$ cat src/rtl/uart_pkg.sv
// Shared UART definitions: receiver/transmitter state names, oversampling default
// and frame layout constants.
package uart_pkg;

  typedef enum logic [1:0] {
    IDLE  = 2'd0,
    START = 2'd1,
    DATA  = 2'd2,
    STOP  = 2'd3
  } uart_state_e;

  localparam int OVS_DEFAULT = 16;
  localparam int DATA_BITS   = 8;
  localparam int STOP_BITS   = 1;

endpackage

$ cat src/rtl/uart_rx_if.sv
// Result bus from the UART receiver to the APB register wrapper, plus the FSM state
// for observation.
interface uart_rx_if;
  import uart_pkg::*;

  // o_rx_done and o_frame_err are one-clk strobes with no ready/backpressure: the
  // consumer must capture o_rx_data in the same cycle o_rx_done is high.
  logic [DATA_BITS-1:0] o_rx_data;
  logic                 o_rx_done;
  logic                 o_frame_err;
  logic                 o_rx_busy;
  logic [1:0]           state;

  modport master (output o_rx_data, o_rx_done, o_frame_err, o_rx_busy, state);
  modport slave  (input  o_rx_data, o_rx_done, o_frame_err, o_rx_busy, state);

endinterface

$ cat src/rtl/sync_2ff.sv
// Two-flop synchronizer for an asynchronous single-bit input, with a selectable
// reset value so idle-high lines do not produce a false edge after reset.
module sync_2ff #(
  parameter logic RST_VAL = 1'b0
) (
  input  logic clk,
  input  logic rst,
  input  logic d,
  output logic q
);

  logic meta;

  always_ff @(posedge clk) begin
    if (rst) begin
      meta <= RST_VAL;
      q    <= RST_VAL;
    end else begin
      meta <= d;
      q    <= meta;
    end
  end

endmodule

$ cat src/rtl/uart_rx.sv
// 8N1 UART receiver driven by a shared oversampling tick; samples each bit at its
// midpoint and reports a received byte or a framing error as a one-clk pulse.
module uart_rx
  import uart_pkg::*;
#(
  parameter int OVS = OVS_DEFAULT
) (
  input  logic      clk,
  input  logic      rst,
  input  logic      tick,
  input  logic      rx,
  uart_rx_if.master bus
);

  localparam int TW = $clog2(OVS);
  localparam int BW = $clog2(DATA_BITS);

  localparam logic [1:0] S_IDLE  = IDLE;
  localparam logic [1:0] S_START = START;
  localparam logic [1:0] S_DATA  = DATA;
  localparam logic [1:0] S_STOP  = STOP;

  localparam logic [TW-1:0] MID_CNT  = TW'(OVS / 2 - 1);
  localparam logic [TW-1:0] LAST_CNT = TW'(OVS - 1);
  localparam logic [BW-1:0] LAST_BIT = BW'(DATA_BITS - 1);

  logic                 rx_s;
  logic                 rx_d;
  logic                 start_edge;

  logic [1:0]           state,     state_n;
  logic [TW-1:0]        tick_cnt,  tick_cnt_n;
  logic [BW-1:0]        bit_cnt,   bit_cnt_n;
  logic [DATA_BITS-1:0] shift_reg, shift_reg_n;
  logic [DATA_BITS-1:0] rx_data,   rx_data_n;
  logic                 rx_done,   rx_done_n;
  logic                 frame_err, frame_err_n;

  sync_2ff #(.RST_VAL(1'b1)) u_sync (
    .clk (clk),
    .rst (rst),
    .d   (rx),
    .q   (rx_s)
  );

  // Only a real 1->0 transition arms the receiver, so a line held low never re-triggers.
  assign start_edge = rx_d & ~rx_s;

  always_comb begin
    state_n     = state;
    tick_cnt_n  = tick_cnt;
    bit_cnt_n   = bit_cnt;
    shift_reg_n = shift_reg;
    rx_data_n   = rx_data;
    rx_done_n   = 1'b0;
    frame_err_n = 1'b0;
    case (state)
      S_IDLE: begin
        if (start_edge) begin
          state_n    = S_START;
          tick_cnt_n = '0;
        end
      end
      S_START: begin
        if (tick) begin
          if (tick_cnt == MID_CNT) begin
            tick_cnt_n = '0;
            bit_cnt_n  = '0;
            state_n    = rx_s ? S_IDLE : S_DATA;
          end else begin
            tick_cnt_n = tick_cnt + 1'b1;
          end
        end
      end
      S_DATA: begin
        if (tick) begin
          if (tick_cnt == LAST_CNT) begin
            tick_cnt_n  = '0;
            shift_reg_n = {rx_s, shift_reg[DATA_BITS-1:1]};
            if (bit_cnt == LAST_BIT) begin
              state_n = S_STOP;
            end else begin
              bit_cnt_n = bit_cnt + 1'b1;
            end
          end else begin
            tick_cnt_n = tick_cnt + 1'b1;
          end
        end
      end
      S_STOP: begin
        if (tick) begin
          if (tick_cnt == LAST_CNT) begin
            tick_cnt_n = '0;
            state_n    = S_IDLE;
            if (rx_s) begin
              rx_data_n = shift_reg;
              rx_done_n = 1'b1;
            end else begin
              frame_err_n = 1'b1;
            end
          end else begin
            tick_cnt_n = tick_cnt + 1'b1;
          end
        end
      end
      default: state_n = S_IDLE;
    endcase
  end

  always_ff @(posedge clk) begin
    if (rst) begin
      rx_d      <= 1'b1;
      state     <= S_IDLE;
      tick_cnt  <= '0;
      bit_cnt   <= '0;
      shift_reg <= '0;
      rx_data   <= '0;
      rx_done   <= 1'b0;
      frame_err <= 1'b0;
    end else begin
      rx_d      <= rx_s;
      state     <= state_n;
      tick_cnt  <= tick_cnt_n;
      bit_cnt   <= bit_cnt_n;
      shift_reg <= shift_reg_n;
      rx_data   <= rx_data_n;
      rx_done   <= rx_done_n;
      frame_err <= frame_err_n;
    end
  end

  assign bus.o_rx_data   = rx_data;
  assign bus.o_rx_done   = rx_done;
  assign bus.o_frame_err = frame_err;
  assign bus.o_rx_busy   = (state != S_IDLE);
  assign bus.state       = state;

endmodule

$ cat src/flat_wrapper.sv
// flat-port wrapper written by rule: the top's interface ports become plain ports
module uart_rx_flat import uart_pkg::*;
#(
  parameter int OVS = OVS_DEFAULT
)
  (clk, rst, tick, rx, bus_o_rx_data, bus_o_rx_done, bus_o_frame_err, bus_o_rx_busy, bus_state);
  uart_rx_if bus_i ();
  input  logic clk;
  input  logic rst;
  input  logic tick;
  input  logic rx;
  output wire logic [$bits(bus_i.o_rx_data)-1:0] bus_o_rx_data;
  output wire logic [$bits(bus_i.o_rx_done)-1:0] bus_o_rx_done;
  output wire logic [$bits(bus_i.o_frame_err)-1:0] bus_o_frame_err;
  output wire logic [$bits(bus_i.o_rx_busy)-1:0] bus_o_rx_busy;
  output wire logic [$bits(bus_i.state)-1:0] bus_state;
  assign bus_o_rx_data = bus_i.o_rx_data;
  assign bus_o_rx_done = bus_i.o_rx_done;
  assign bus_o_frame_err = bus_i.o_frame_err;
  assign bus_o_rx_busy = bus_i.o_rx_busy;
  assign bus_state = bus_i.state;
  uart_rx #(.OVS(OVS)) u_core (.clk(clk), .rst(rst), .tick(tick), .rx(rx), .bus(bus_i));
endmodule
$ cat config.mk
export PLATFORM = sky130hd
export DESIGN_NAME = uart_rx_flat
export DESIGN_NICKNAME = d
export VERILOG_FILES = /design/src/rtl/uart_pkg.sv /design/src/rtl/uart_rx_if.sv /design/src/rtl/sync_2ff.sv /design/src/rtl/uart_rx.sv /design/src/flat_wrapper.sv
export SDC_FILE = /design/constraint.sdc
export NUM_CORES = 1
export LEC_CHECK = 0
export ABC_AREA = 1
export BUFFER_PORTS_ARGS = -buffer_cell sky130_fd_sc_hd__buf_2
export CAP_MARGIN = 5
export CORE_ASPECT_RATIO = 1.25
export CORE_MARGIN = 2
export CORE_UTILIZATION = 40
export CTS_BUF_LIST = sky130_fd_sc_hd__clkbuf_8
export DETAILED_ROUTE_END_ITERATION = 6
export HOLD_SLACK_MARGIN = 0.12
export PLACE_DENSITY = 0.58
export SLEW_MARGIN = 20
export SYNTH_ARGS = -nofsm -noshare
export SYNTH_HDL_FRONTEND = slang
export SYNTH_SLANG_ARGS = --single-unit
$ cat constraint.sdc
create_clock -name clk -period 1.69 [get_ports clk]
set_input_delay 0.169 -clock clk [delete_from_list [all_inputs] [get_ports clk]]
set_output_delay 0.169 -clock clk [all_outputs]
set_load 0.1 [all_outputs]
; Yosys cells after proc, flatten, opt, wreduce, memory -nomap -nowiden
; Index checks and enable logic that the tools add are counted.
[word_totals]
ff_bits = 30
inputBits = 4
output_inout_bits = 13
wordCells = 67
[op_classes]
addsub = 2
n_eq_ne = 16
n_mux = 24
n_bitwise = 5
reduce_logical = 10
[ops]
columns = cell, n
row1 = $mux 4, 5
row2 = $mux 2, 9
row3 = $mux 3, 5
row4 = $ne 2x1->1 const B, 6
row5 = $pmux 4 s3, 1
row6 = $ne 2x2->1 const B, 4
row7 = $pmux 2 s4, 1
row8 = $reduce_and 8->1, 1
row9 = $pmux 3 s2, 1
row10 = $reduce_and 3->1, 2
row11 = $reduce_and 6->1, 1
row12 = $add 4x1->4 const B, 1
row13 = $eq 2x2->1 const B, 2
row14 = $eq 4x3->1 const B, 1
row15 = $eq 4x4->1 const B, 1
row16 = $not 1->1, 4
row17 = $reduce_and 4->1, 1
row18 = $reduce_bool 2->1, 2
row19 = $reduce_or 4->1, 1
row20 = $add 3x1->3 const B, 1
row21 = $eq 3x3->1 const B, 1
row22 = $eq 2x1->1 const B, 1
row23 = $logic_not 2->1, 1
row24 = $mux 1, 2
row25 = other kinds (2), 2

; Longest topological paths before layout
; Gate-level depths: netlist of run 1.
[depth]
depth_word = 5
mapped_depth = 10

; Hierarchy
; A second synthesis of run 1 with hierarchy kept.
[hier_totals]
cells_unflattened = 178
hier_area_um2 = 1296.2
[modules_own_cells]
columns = module, n_inst, cells_each, area_each_um2
row1 = uart_rx, 1, 171, 1237.4
row2 = sync_2ff, 1, 7, 58.8

; Worst setup path before layout of run 1
; OpenSTA, ideal clock, no wires.
[synth_timing]
path_type = reg2reg
start = register (tool-made name)
end = register u_core.bit_cnt[0]
setup_time_ns = 0.116
arrival_ns = 2.187
required_ns = 1.574
path_slack_ns = -0.613
path_stages_with_launch = 11
n_path_buf = 1
cell_sequence = dfxtp_1 -> buf_4 -> inv_2 -> nand2_2 -> nand2_4 -> nor2_4 -> nor2_4 -> nand2_2 -> inv_2 -> nor2_1 -> nor2_1
[synth_rtl]
columns = item, line
row1 = "end signal, assigned", uart_rx.sv:124  ; bit_cnt <= bit_cnt_n;
row2 = "end, declared", uart_rx.sv:33  ; logic [BW-1:0] bit_cnt, bit_cnt_n;

; Worst setup path after layout of run 1
[layout_timing]
start = register u_core.tick_cnt[1]
end = register u_core.shift_reg[7]
[layout_between]
elab_chain_len = 2
[layout_rtl]
columns = item, line
row1 = "start, declared", uart_rx.sv:32  ; logic [TW-1:0] tick_cnt, tick_cnt_n;
row2 = "start signal, assigned", uart_rx.sv:123  ; tick_cnt <= tick_cnt_n;
row3 = $eq 4x4->1, uart_rx.sv:77  ; if (tick_cnt == LAST_CNT) begin
row4 = $reduce_and 3->1 (no source line), --
row5 = "end signal, assigned", uart_rx.sv:125  ; shift_reg <= shift_reg_n;
row6 = "end, declared", uart_rx.sv:34  ; logic [DATA_BITS-1:0] shift_reg, shift_reg_n;
; Every way passes these cells.
; A chain may end at the register's enable or synchronous reset.

==> impl_summary.txt, run 1 <==
----------------------------------------------------
[Run status]
  Run status ... complete, no violations

[Final layout]
  End-of-flow core utilization ... 0.507
  Final non-filler cell total ... 228
  Leading cell type in the layout, fill and taps excluded ... nor2_1
  Final layout net count ... 198
  Most used cells in the layout excluding fill and tap cells ... nor2_1 (30), dfxtp_1 (28), o21ai_0 (20)
  Number of diodes added for antenna fixing ... 0
  Total of fill cells in the finished design ... 294
  Layout cells sized above 1 ... 0.234
  Finished layout cell area ... 0.00152 mm2
  Post-synthesis to final-layout area growth ... 19.3%

[Power]
  Power density over the cells ... 1090 mW/mm2
  Reported leakage power ... 0.659 nW
  PnR Total Power ... 1.66 mW
  Maximum vdd drop ... 649 uV

[Clocking]
  Maximum buffer depth of the clock tree ... 2
  Clock latency at the later pin of the worst-skew pair ... 0.28 ns
  Clock tree from TritonCTS ... yes
  Library cell used as clock root buffer ... clkbuf_8
  H-tree lvl count ... 2
  Cts bufs inserted ... 5
  Post-CTS Setup Bufs ... 0
  Register clock-pin slew on the reported worst setup and hold paths ... 0.07 ns
  Sinks on Clock Net ... 30

[Yosys]
  Cell Area, Synth ... 0.00127 mm2
  #FFs+latches synth ... 30
  Proportion of synthesized chip area in sequential cells ... 0.471
  Synthesized-area fraction occupied by and/or/nand/nor cells ... 0.268
  Number of instances in the synthesized netlist ... 168
  Multiplexer share of the synthesized area ... 0
  Xor/xnor cell area share of the yosys netlist ... 0.00687
  Count of warnings emitted by yosys ... 0
  Share of synthesized cell area in full adder, half adder and majority cells ... 0.0294
  Synthesized area per cell ... 7.59 um2
  Syn_nets ... 175
  Synth unique cells ... 22
  Compound-gate portion of the synthesized area ... 0.145
  Combinational family with the most area after synthesis ... simple AND/OR/NAND/NOR gates

[Global routing]
  GR Overflow Total ... 0
  Antenna violations before repair ... 0
  First-pass GRT wire length ... 4370 um
  Pin count of the biggest net entering global routing ... 11
  Total global-route track usage ... 0.166
  Number of global-route vias before repair ... 963

[Critical path]
  Arrival time reported for the critical path endpoint ... 1.71 ns
  Critical path launch point type ... flop
  Max FO, Critical Path ... 9
  Required time of the critical path ... 1.90 ns
  Crit path kind ... reg -> reg
  Critical path endpoint category ... flop

[Timing]
  Transition time at the pin with the least slew margin ... 0.487 ns
  Minimum hold slack ... 0.144 ns
  Shortest period the worst path allows ... 1.49 ns
  Final setup violation count ... 0
  Worst Setup Slack, final ... 0.199 ns
  Setup total negative slack ... 0 ns
  Setup repair after global routing missed its margin ... false
  Achievable Freq ... 0.671 GHz
  Number of endpoints with negative hold slack in the final report ... 0
  Relative slew margins ... 0.677
  Final Max Tran Viols ... 0
  Worst Skew ... 0.00487 ns
  Final Cycle Share ... 0.882

[Routing]
  Count of vias placed by the detailed router ... 1106
  Remaining antenna violation count ... 0
  Routed vias/inst ... 4.85
  Residual DRC count ... 0
  Initial DRC Count ... 36
  Total wire length ... 2540 um
  Number of iterations in the first detailed-routing pass ... 4
  Wirelength per Cell ... 11.1 um

[Placed design]
  GPL Wtd Cong ... 0.844
  Number of buffers added on ports ... 16
  Post-detail-place hpwl ... 1810 um
  Number of placed instances with taps included ... 219
  Placed cell area ... 0.00141 mm2
  Dpl ws ... 0.152 ns

[Job]
  Max Cap Violations ... 0

[Floorplan]
  Row count ... 22
  Die footprint ... 0.00366 mm2
  Number of I/O pins ... 17
  Die outline height ... 67.1 um
  Core footprint ... 0.00300 mm2
  Starting density of the core ... 0.425
  Horizontal die dimension ... 54.5 um

[Hold path]
  Type of the most critical hold path ... in -> reg

----------------------------------------------------
cells in the mapped netlist:
master	n	area share
ha_1	3	0.029
o21ai_1	1	0.0039
clkbuf_1	1	0.0029
inv_2	5	0.015
buf_4	1	0.0059
o21ai_0	20	0.079
dfxtp_1	30	0.47
inv_1	18	0.053
a21oi_1	16	0.063
nand3b_1	1	0.0059
nor2_1	30	0.088
or2_2	2	0.0098
nor4_1	1	0.0049
nand2_1	18	0.053
xor2_1	1	0.0069
nand3_1	9	0.035
nand2_4	1	0.0088
nand3_2	2	0.016
buf_1	1	0.0029
nand2_2	3	0.015
nand4_1	1	0.0049
nor2_4	3	0.026
report_power, final:
part	internal, mW	switching, mW	leakage, nW
clock network	0.328	0.268	0.0515
registers	0.734	0.0252	0.244
logic	0.0806	0.221	0.363
logic make-up (layout without fill, tap and decap cells):
kind of cell | count (synthesis) | in the layout
simple gates | 71 | 71
flops | 30 | 30
xor+xnor | 1 | 1
compound gates | 37 | 37
fa+ha+maj | 3 | 3
buf+inv | 26 | 50
metal layers:
metal / share of wire / vias up / track usage
met5: 0 / - / 0
met4: 0.015 / 0 / 0.0750
met3: 0.049 / 5 / 0.0471
met2: 0.46 / 24 / 0.255
met1: 0.48 / 491 / 0.211
li1: - / 586 / -
final cells by class:
class                      instances  area, um2  share of cell area
timing repair buffer              19        105              0.0691
clock buffer                       6       82.6              0.0543
tap                               36       45.0              0.0296
inverter                          23       86.3              0.0567
clock inverter                     2       11.3             0.00740
sequential                        30        608               0.400
multi-input combinational        112        583               0.383
timing repair:
action,CTS,global route
endpoints found under the hold margin,1,0
endpoints found under the setup margin,0,8
gates resized for setup,0,1
hold buffers,1,0
path summary, 6_finish.rpt:
check                                endpoint                            start  depth (start not counted)  slack, ns
max          u_core.shift_reg[7]$_SDFFE_PP0P_  u_core.tick_cnt[1]$_SDFFE_PP0P_                          7       0.20
min                                      flop                              rst                          2       0.14
max reg2reg  u_core.shift_reg[7]$_SDFFE_PP0P_  u_core.tick_cnt[1]$_SDFFE_PP0P_                          7       0.20
min reg2reg        u_core.u_sync.q$_SDFF_PP1_    u_core.u_sync.meta$_SDFF_PP1_                          1       0.44
worst max-delay path, cell delays in order (launching register included):
cell and delay, ns:
dfxtp_1 0.36, ha_1 0.25, nand3_2 0.17, nor2_4 0.17
nand2_2 0.13, inv_2 0.17, o21ai_1 0.07, a21oi_1 0.11
Power figures use the tool's default switching activity.
==> run 2, diff against run 1 <==
--- a/config.mk
+++ b/config.mk
@@ -11,10 +11,11 @@
 export CORE_ASPECT_RATIO = 1.25
 export CORE_MARGIN = 2
 export CORE_UTILIZATION = 40
-export CTS_BUF_LIST = sky130_fd_sc_hd__clkbuf_8
+export CTS_BUF_LIST = sky130_fd_sc_hd__clkbuf_4
 export DETAILED_ROUTE_END_ITERATION = 6
 export HOLD_SLACK_MARGIN = 0.12
 export PLACE_DENSITY = 0.58
+export SETUP_SLACK_MARGIN = 0.1
 export SLEW_MARGIN = 20
 export SYNTH_ARGS = -nofsm -noshare
 export SYNTH_HDL_FRONTEND = slang
==> run 2 against run 1 <==
Die area stayed put. Final area is 0.58% lower. Hold slack better by 0.0060 ns. Critical path depth is 1 higher. Count of clock-buffer cells in the layout is 1 lower. Sequential share of layout area is 0.23 points higher.
==> impl_summary.txt, run 2 (same netlist as run 1, synthesis figures left out) <==
----------------------------------------------------
[Final layout]
  Final layout net count ... 198 (unchanged)
  Most used cells in the layout excluding fill and tap cells ... nor2_1 (30), dfxtp_1 (28), o21ai_0 (19)
  Layout cells sized above 1 ... 0.225 (-0.00924)
  Number of diodes added for antenna fixing ... 0 (unchanged)
  Finished layout cell area ... 0.00151 mm2 (-0.58%)
  Post-synthesis to final-layout area growth ... 18.6%
  Total of fill cells in the finished design ... 307 (+4.4%)
  Leading cell type in the layout, fill and taps excluded ... nor2_1

[Critical path]
  Cells traversed along the worst timing path ... ha_2, nand3_2, nand2_1, nand2_1, nor2_4, nand2_2, o21ai_0, nor2_1
  Crit path kind ... reg -> reg
  Cell mode on critical path ... nand2_1
  Required time of the critical path ... 1.90 ns (about the same)
  Delay of the slowest critical-path stage ... 0.38 ns (+0.02 ns)
  Critical path endpoint category ... flop
  R2R Setup Slk ... 0.21 ns (about the same)
  End point of the critical path ... u_core.bit_cnt[1]$_SDFFE_PP0P_
  Worst setup path start ... u_core.tick_cnt[1]$_SDFFE_PP0P_
  Max FO, Critical Path ... 5 (-4)
  Reg-to-reg critical path startpoint ... u_core.tick_cnt[1]$_SDFFE_PP0P_
  Slowest-stage cell, CP ... dfxtp_1
  Terminus of the critical flop-to-flop path ... u_core.bit_cnt[1]$_SDFFE_PP0P_
  Path depth of the worst reg2reg path ... 8 (+1)
  Arrival time reported for the critical path endpoint ... 1.69 ns (-0.02 ns)
  Critical path launch point type ... flop

[Floorplan]
  Number of I/O pins ... 17 (unchanged)
  Die footprint ... 0.00366 mm2 (unchanged)
  Horizontal die dimension ... 54.5 um (unchanged)
  Row count ... 22 (unchanged)
  Die outline height ... 67.1 um (unchanged)
  Starting density of the core ... 0.425 (unchanged)
  Core footprint ... 0.00300 mm2 (unchanged)

[Routing]
  Residual DRC count ... 0 (unchanged)
  Initial DRC Count ... 24 (-33%)
  Total wire length ... 2520 um (-0.90%)
  Wirelength per Cell ... 11.1 um (-0.47%)
  Remaining antenna violation count ... 0 (unchanged)
  Count of vias placed by the detailed router ... 1111 (+0.45%)
  Number of iterations in the first detailed-routing pass ... 4 (unchanged)
  Routed vias/inst ... 4.89 (+0.89%)

[Global routing]
  GR Overflow Total ... 0 (unchanged)
  Total global-route track usage ... 0.158 (-0.00782)
  Number of global-route vias before repair ... 974 (+1.1%)
  Antenna violations before repair ... 0 (unchanged)
  Pin count of the biggest net entering global routing ... 13 (+2)
  First-pass GRT wire length ... 4140 um (-5.3%)

[Run status]
  Run status ... complete, no violations

[Timing]
  Transition time at the pin with the least slew margin ... 0.489 ns (+0.00161 ns)
  Achievable Freq ... 0.675 GHz (+0.59%)
  Shortest period the worst path allows ... 1.48 ns (-0.00869 ns)
  Worst Setup Slack, final ... 0.208 ns (+0.00869 ns)
  Final Cycle Share ... 0.877 (-0.00514)
  Final setup violation count ... 0 (unchanged)
  Setup repair after global routing missed its margin ... false
  Worst Skew ... 0.00322 ns (-0.00166 ns)
  Number of endpoints with negative hold slack in the final report ... 0 (unchanged)
  Relative slew margins ... 0.676 (-0.00107)
  Final Max Tran Viols ... 0 (unchanged)
  Setup total negative slack ... 0 ns (unchanged)

[Clocking]
  Clock latency at the later pin of the worst-skew pair ... 0.31 ns (+0.03 ns)
  Maximum buffer depth of the clock tree ... 2 (unchanged)
  Register clock-pin slew on the reported worst setup and hold paths ... 0.09 ns (+0.02 ns)
  Clock tree from TritonCTS ... yes
  H-tree lvl count ... 2 (unchanged)
  Library cell used as clock root buffer ... clkbuf_4
  Cts bufs inserted ... 5 (unchanged)
  Sinks on Clock Net ... 30 (unchanged)

[Placed design]
  Post-detail-place hpwl ... 1860 um (+2.8%)
  Dpl ws ... 0.170 ns (+0.0180 ns)
  GPL Wtd Cong ... 0.825 (-2.3%)
  Number of buffers added on ports ... 16 (unchanged)
  Placed cell area ... 0.00141 mm2 (about the same)

[Job]
  Max Cap Violations ... 0 (unchanged)

[Hold path]
  Type of the most critical hold path ... in -> reg

[Power]
  Maximum vdd drop ... 707 uV (+8.9%)
  PnR Total Power ... 1.60 mW (-3.5%)
  Reported leakage power ... 0.644 nW (-2.2%)
  Power density over the cells ... 1060 mW/mm2 (-2.9%)

----------------------------------------------------
run 2: layout make-up:
type | instances | area (um2) | area share
Timing Repair Buffer | 19 | 108 | 0.0711
Clock inverter | 2 | 33.8 | 0.0223
Clock buffer | 5 | 37.5 | 0.0248
Multi-Input combinational cell | 112 | 594 | 0.393
Sequential cell | 30 | 608 | 0.402
Inverter | 23 | 86.3 | 0.0571
Tap cell | 36 | 45.0 | 0.0298
run 2: how the worst min path moves through the flow:
stage / start / to / slack [ns] / depth (start not counted)
3_3_place_gp: rx / u_core.u_sync.meta$_SDFF_PP1_ / 0.36 / 2
5_1_grt: tick / u_core.tick_cnt[1]$_SDFFE_PP0P_ / 0.15 / 3
4_1_cts: tick / u_core.tick_cnt[1]$_SDFFE_PP0P_ / 0.13 / 3
6_report: tick / u_core.tick_cnt[1]$_SDFFE_PP0P_ / 0.15 / 3
3_5_place_dp: rx / u_core.u_sync.meta$_SDFF_PP1_ / 0.36 / 2
2_1_floorplan: rst / flop / 0.23 / 1
run 2: critical path: cells and delay by family, from the launching register on:
| kind | cells | cell delay [ns] |
|---|---|---|
| and+or+nand+nor | 6 | 0.58 |
| DFF | 1 | 0.38 |
| adders and majority gates | 1 | 0.23 |
| AOI/OAI and AO/OA | 1 | 0.19 |
run 2: through the flow:
step                      cells  hold slack (ns)  utilization
after floorplan             168            0.228            -
after global placement      218            0.358        0.471
after detailed placement    218            0.360        0.471
after CTS                   227            0.130        0.502
after global routing        227            0.150        0.504
final                       227            0.150        0.504
run 2: power breakdown:
part | total, mW | internal, mW | leakage, nW | switching [mW]
logic | 0.310 | 0.0856 | 0.361 | 0.224
registers | 0.758 | 0.733 | 0.244 | 0.0253
clock network | 0.530 | 0.299 | 0.0387 | 0.231
run 2: repair_timing:
| action | 4_1_cts | 5_1_grt |
|---|---|---|
| resized for setup | 0 | 3 |
| setup buffers | 0 | 0 |
| setup endpoints to repair | 0 | 11 |
| endpoints found under the hold margin | 5 | 0 |
| hold buffers | 2 | 0 |
run 2: routing by layer:
| layer | share of wire | GRT usage | up-vias |
|---|---|---|---|
| met5 | 0 | 0 | - |
| met4 | 0.023 | 0.0844 | 0 |
| met2 | 0.47 | 0.239 | 29 |
| met1 | 0.46 | 0.190 | 490 |
| met3 | 0.052 | 0.0583 | 7 |
| li1 | - | - | 585 |
==> run 3, diff against run 2 <==
--- a/config.mk
+++ b/config.mk
@@ -7,7 +7,7 @@
 export LEC_CHECK = 0
 export ABC_AREA = 1
 export BUFFER_PORTS_ARGS = -buffer_cell sky130_fd_sc_hd__buf_2
-export CAP_MARGIN = 5
+export CAP_MARGIN = 0
 export CORE_ASPECT_RATIO = 1.25
 export CORE_MARGIN = 2
 export CORE_UTILIZATION = 40
==> constraint.sdc (replaced) <==
create_clock -name clk -period 1.85 [get_ports clk]
set_input_delay 0.185 -clock clk [delete_from_list [all_inputs] [get_ports clk]]
set_output_delay 0.185 -clock clk [all_outputs]
set_load 0.1 [all_outputs]
==> run 3 against run 2 <==
Count of clock-buffer cells in the layout did not move. Die area did not move. Clock power fell by 33%. Critical path depth fell by 2. Sequential share of layout area rose by 0.99 points. Non-clock buffer count did not move. Worst setup slack improved by 0.069 ns. Utilization fell by 1.4 points. Total power fell by 17%. Largest cell class unchanged. Largest power group unchanged.
==> impl_summary.txt, run 3 (same netlist as run 1, synthesis figures left out) <==
----------------------------------------------------
[Power]
  Maximum vdd drop ... 580 uV (-18%)
  PnR Total Power ... 1.32 mW (-17%)
  Power density over the cells ... 898 mW/mm2 (-15%)
  Reported leakage power ... 0.638 nW (-0.99%)

[Job]
  Max Cap Violations ... 0 (unchanged)

[Final layout]
  Leading cell type in the layout, fill and taps excluded ... nor2_1
  Final layout net count ... 198 (unchanged)
  Finished layout cell area ... 0.00147 mm2 (-2.8%)
  Post-synthesis to final-layout area growth ... 15.3%
  End-of-flow core utilization ... 0.490 (-0.0142)
  Most used cells in the layout excluding fill and tap cells ... nor2_1 (30), dfxtp_1 (28), inv_1 (18), o21ai_0 (18), nand2_1 (18)
  Layout cells sized above 1 ... 0.220 (-0.00524)
  Number of diodes added for antenna fixing ... 0 (unchanged)
  Final non-filler cell total ... 227 (unchanged)
  Footprint of the flip-flops and latches ... 606 um2 (-0.41%)
  Area used by multi-input combinational logic ... 578 um2 (-2.7%)
  Total of fill cells in the finished design ... 305 (-0.65%)

[Timing]
  Final setup violation count ... 0 (unchanged)
  Number of endpoints with negative hold slack in the final report ... 0 (unchanged)
  Final Max Tran Viols ... 0 (unchanged)
  Setup repair after global routing missed its margin ... false
  Worst Skew ... 0.00504 ns (+0.00182 ns)
  Final Cycle Share ... 0.851 (-0.0264)
  Transition time at the pin with the least slew margin ... 0.486 ns (-0.00341 ns)
  Shortest period the worst path allows ... 1.57 ns (+0.0914 ns)
  Achievable Freq ... 0.636 GHz (-5.8%)
  Setup total negative slack ... 0 ns (unchanged)
  Relative slew margins ... 0.679 (+0.00226)

[Placed design]
  GPL Wtd Cong ... 0.826 (+0.23%)
  Post-detail-place hpwl ... 1790 um (-3.8%)
  Number of placed instances with taps included ... 218 (unchanged)
  Number of buffers added on ports ... 16 (unchanged)
  Placed cell area ... 0.00140 mm2 (-0.80%)

[Clocking]
  Maximum buffer depth of the clock tree ... 2 (unchanged)
  Cts bufs inserted ... 5 (unchanged)
  Clock tree from TritonCTS ... yes
  Register clock-pin slew on the reported worst setup and hold paths ... 0.09 ns (about the same)
  Clock latency at the later pin of the worst-skew pair ... 0.33 ns (+0.02 ns)
  Post-CTS Setup Bufs ... 0 (unchanged)
  Library cell used as clock root buffer ... clkbuf_4
  H-tree lvl count ... 2 (unchanged)
  Sinks on Clock Net ... 30 (unchanged)

[Critical path]
  Cells traversed along the worst timing path ... ha_1, nand3_2, nor2_4, nand3_1, o21ai_0, a21oi_1
  Required time of the critical path ... 2.07 ns (+0.17 ns)
  Max FO, Critical Path ... 8 (+3)
  R2R Setup Slk ... 0.28 ns (+0.07 ns)
  Slowest-stage cell, CP ... dfxtp_1
  Crit path kind ... reg -> reg
  Arrival time reported for the critical path endpoint ... 1.79 ns (+0.10 ns)
  Critical path endpoint category ... flop
  Delay of the slowest critical-path stage ... 0.38 ns (about the same)
  Critical path launch point type ... flop
  Gate family responsible for the most delay along the worst path ... simple AND/OR/NAND/NOR gates
  Count of buffering cells on the critical path with inverters included ... 0 (unchanged)

[Routing]
  Wirelength per Cell ... 10.8 um (-2.5%)
  Number of iterations in the first detailed-routing pass ... 4 (unchanged)
  Count of vias placed by the detailed router ... 1102 (-0.81%)
  Remaining antenna violation count ... 0 (unchanged)
  Total wire length ... 2460 um (-2.5%)
  Residual DRC count ... 0 (unchanged)
  Routed vias/inst ... 4.85 (-0.81%)
  Initial DRC Count ... 28 (+17%)

[Floorplan]
  Number of I/O pins ... 17 (unchanged)
  Horizontal die dimension ... 54.5 um (unchanged)
  Core footprint ... 0.00300 mm2 (unchanged)
  Die footprint ... 0.00366 mm2 (unchanged)
  Starting density of the core ... 0.425 (unchanged)
  Row count ... 22 (unchanged)
  Die outline height ... 67.1 um (unchanged)

[Hold path]
  Type of the most critical hold path ... in -> reg

[Global routing]
  First-pass GRT wire length ... 4170 um (+0.65%)
  Pin count of the biggest net entering global routing ... 16 (+3)
  Number of global-route vias before repair ... 996 (+2.3%)
  Total global-route track usage ... 0.162 (+0.00435)
  GR Overflow Total ... 0 (unchanged)
  Antenna violations before repair ... 0 (unchanged)

[Run status]
  Run status ... complete, no violations

----------------------------------------------------
==> run 3: worst paths after layout <==
| kind | startpoint | end | depth (start not counted) |
|---|---|---|---|
| setup / recovery | u_core.tick_cnt[1]$_SDFFE_PP0P_ | u_core.bus.o_rx_data[4]$_SDFFE_PP0P_ | 6 |
| hold / removal | tick | u_core.tick_cnt[0]$_SDFFE_PP0P_ | 3 |
| setup reg to reg | u_core.tick_cnt[1]$_SDFFE_PP0P_ | u_core.bus.o_rx_data[4]$_SDFFE_PP0P_ | 6 |
| hold reg to reg | u_core.u_sync.meta$_SDFF_PP1_ | u_core.u_sync.q$_SDFF_PP1_ | 1 |
==> run 3: worst min-delay path, delay by kind of cell <==
family                 cells  cell delay [ns]
buffers and inverters      1             0.12
AOI/OAI and AO/OA          1             0.05
and+or+nand+nor            1             0.08
==> run 3: through the flow <==
stage / hold slack (ns) / worst slack, ns
after global placement: 0.371 / 0.369
after CTS: 0.135 / 0.290
after floorplan: 0.244 / 0.133
after global routing: 0.149 / 0.125
final: 0.151 / 0.276
after detailed placement: 0.376 / 0.323
==> run 3: metal layers <==
metal	track usage	wire length, um
met1	0.186	1190
met2	0.253	1100
met3	0.0471	103
met4	0.113	67
met5	0	0
==> run 3: layout make-up <==
| type | count | area share |
|---|---|---|
| Clock buffer | 5 | 0.0255 |
| Sequential cell | 30 | 0.412 |
| Clock inverter | 2 | 0.00681 |
| Timing Repair Buffer | 19 | 0.0732 |
| Multi-Input combinational cell | 112 | 0.393 |
| Inverter | 23 | 0.0587 |
| Tap cell | 36 | 0.0306 |
==> run 3: timing repair <==
item                                   CTS  global route
endpoints found under the hold margin    5             0
gates resized for setup                  0             2
setup endpoints to repair                0             2
hold buffers                             2             0
==> run 3: power by group <==
group	internal, mW	switching (mW)
Combinational	0.0737	0.200
Sequential	0.668	0.0236
Clock	0.136	0.218
Total	0.878	0.442
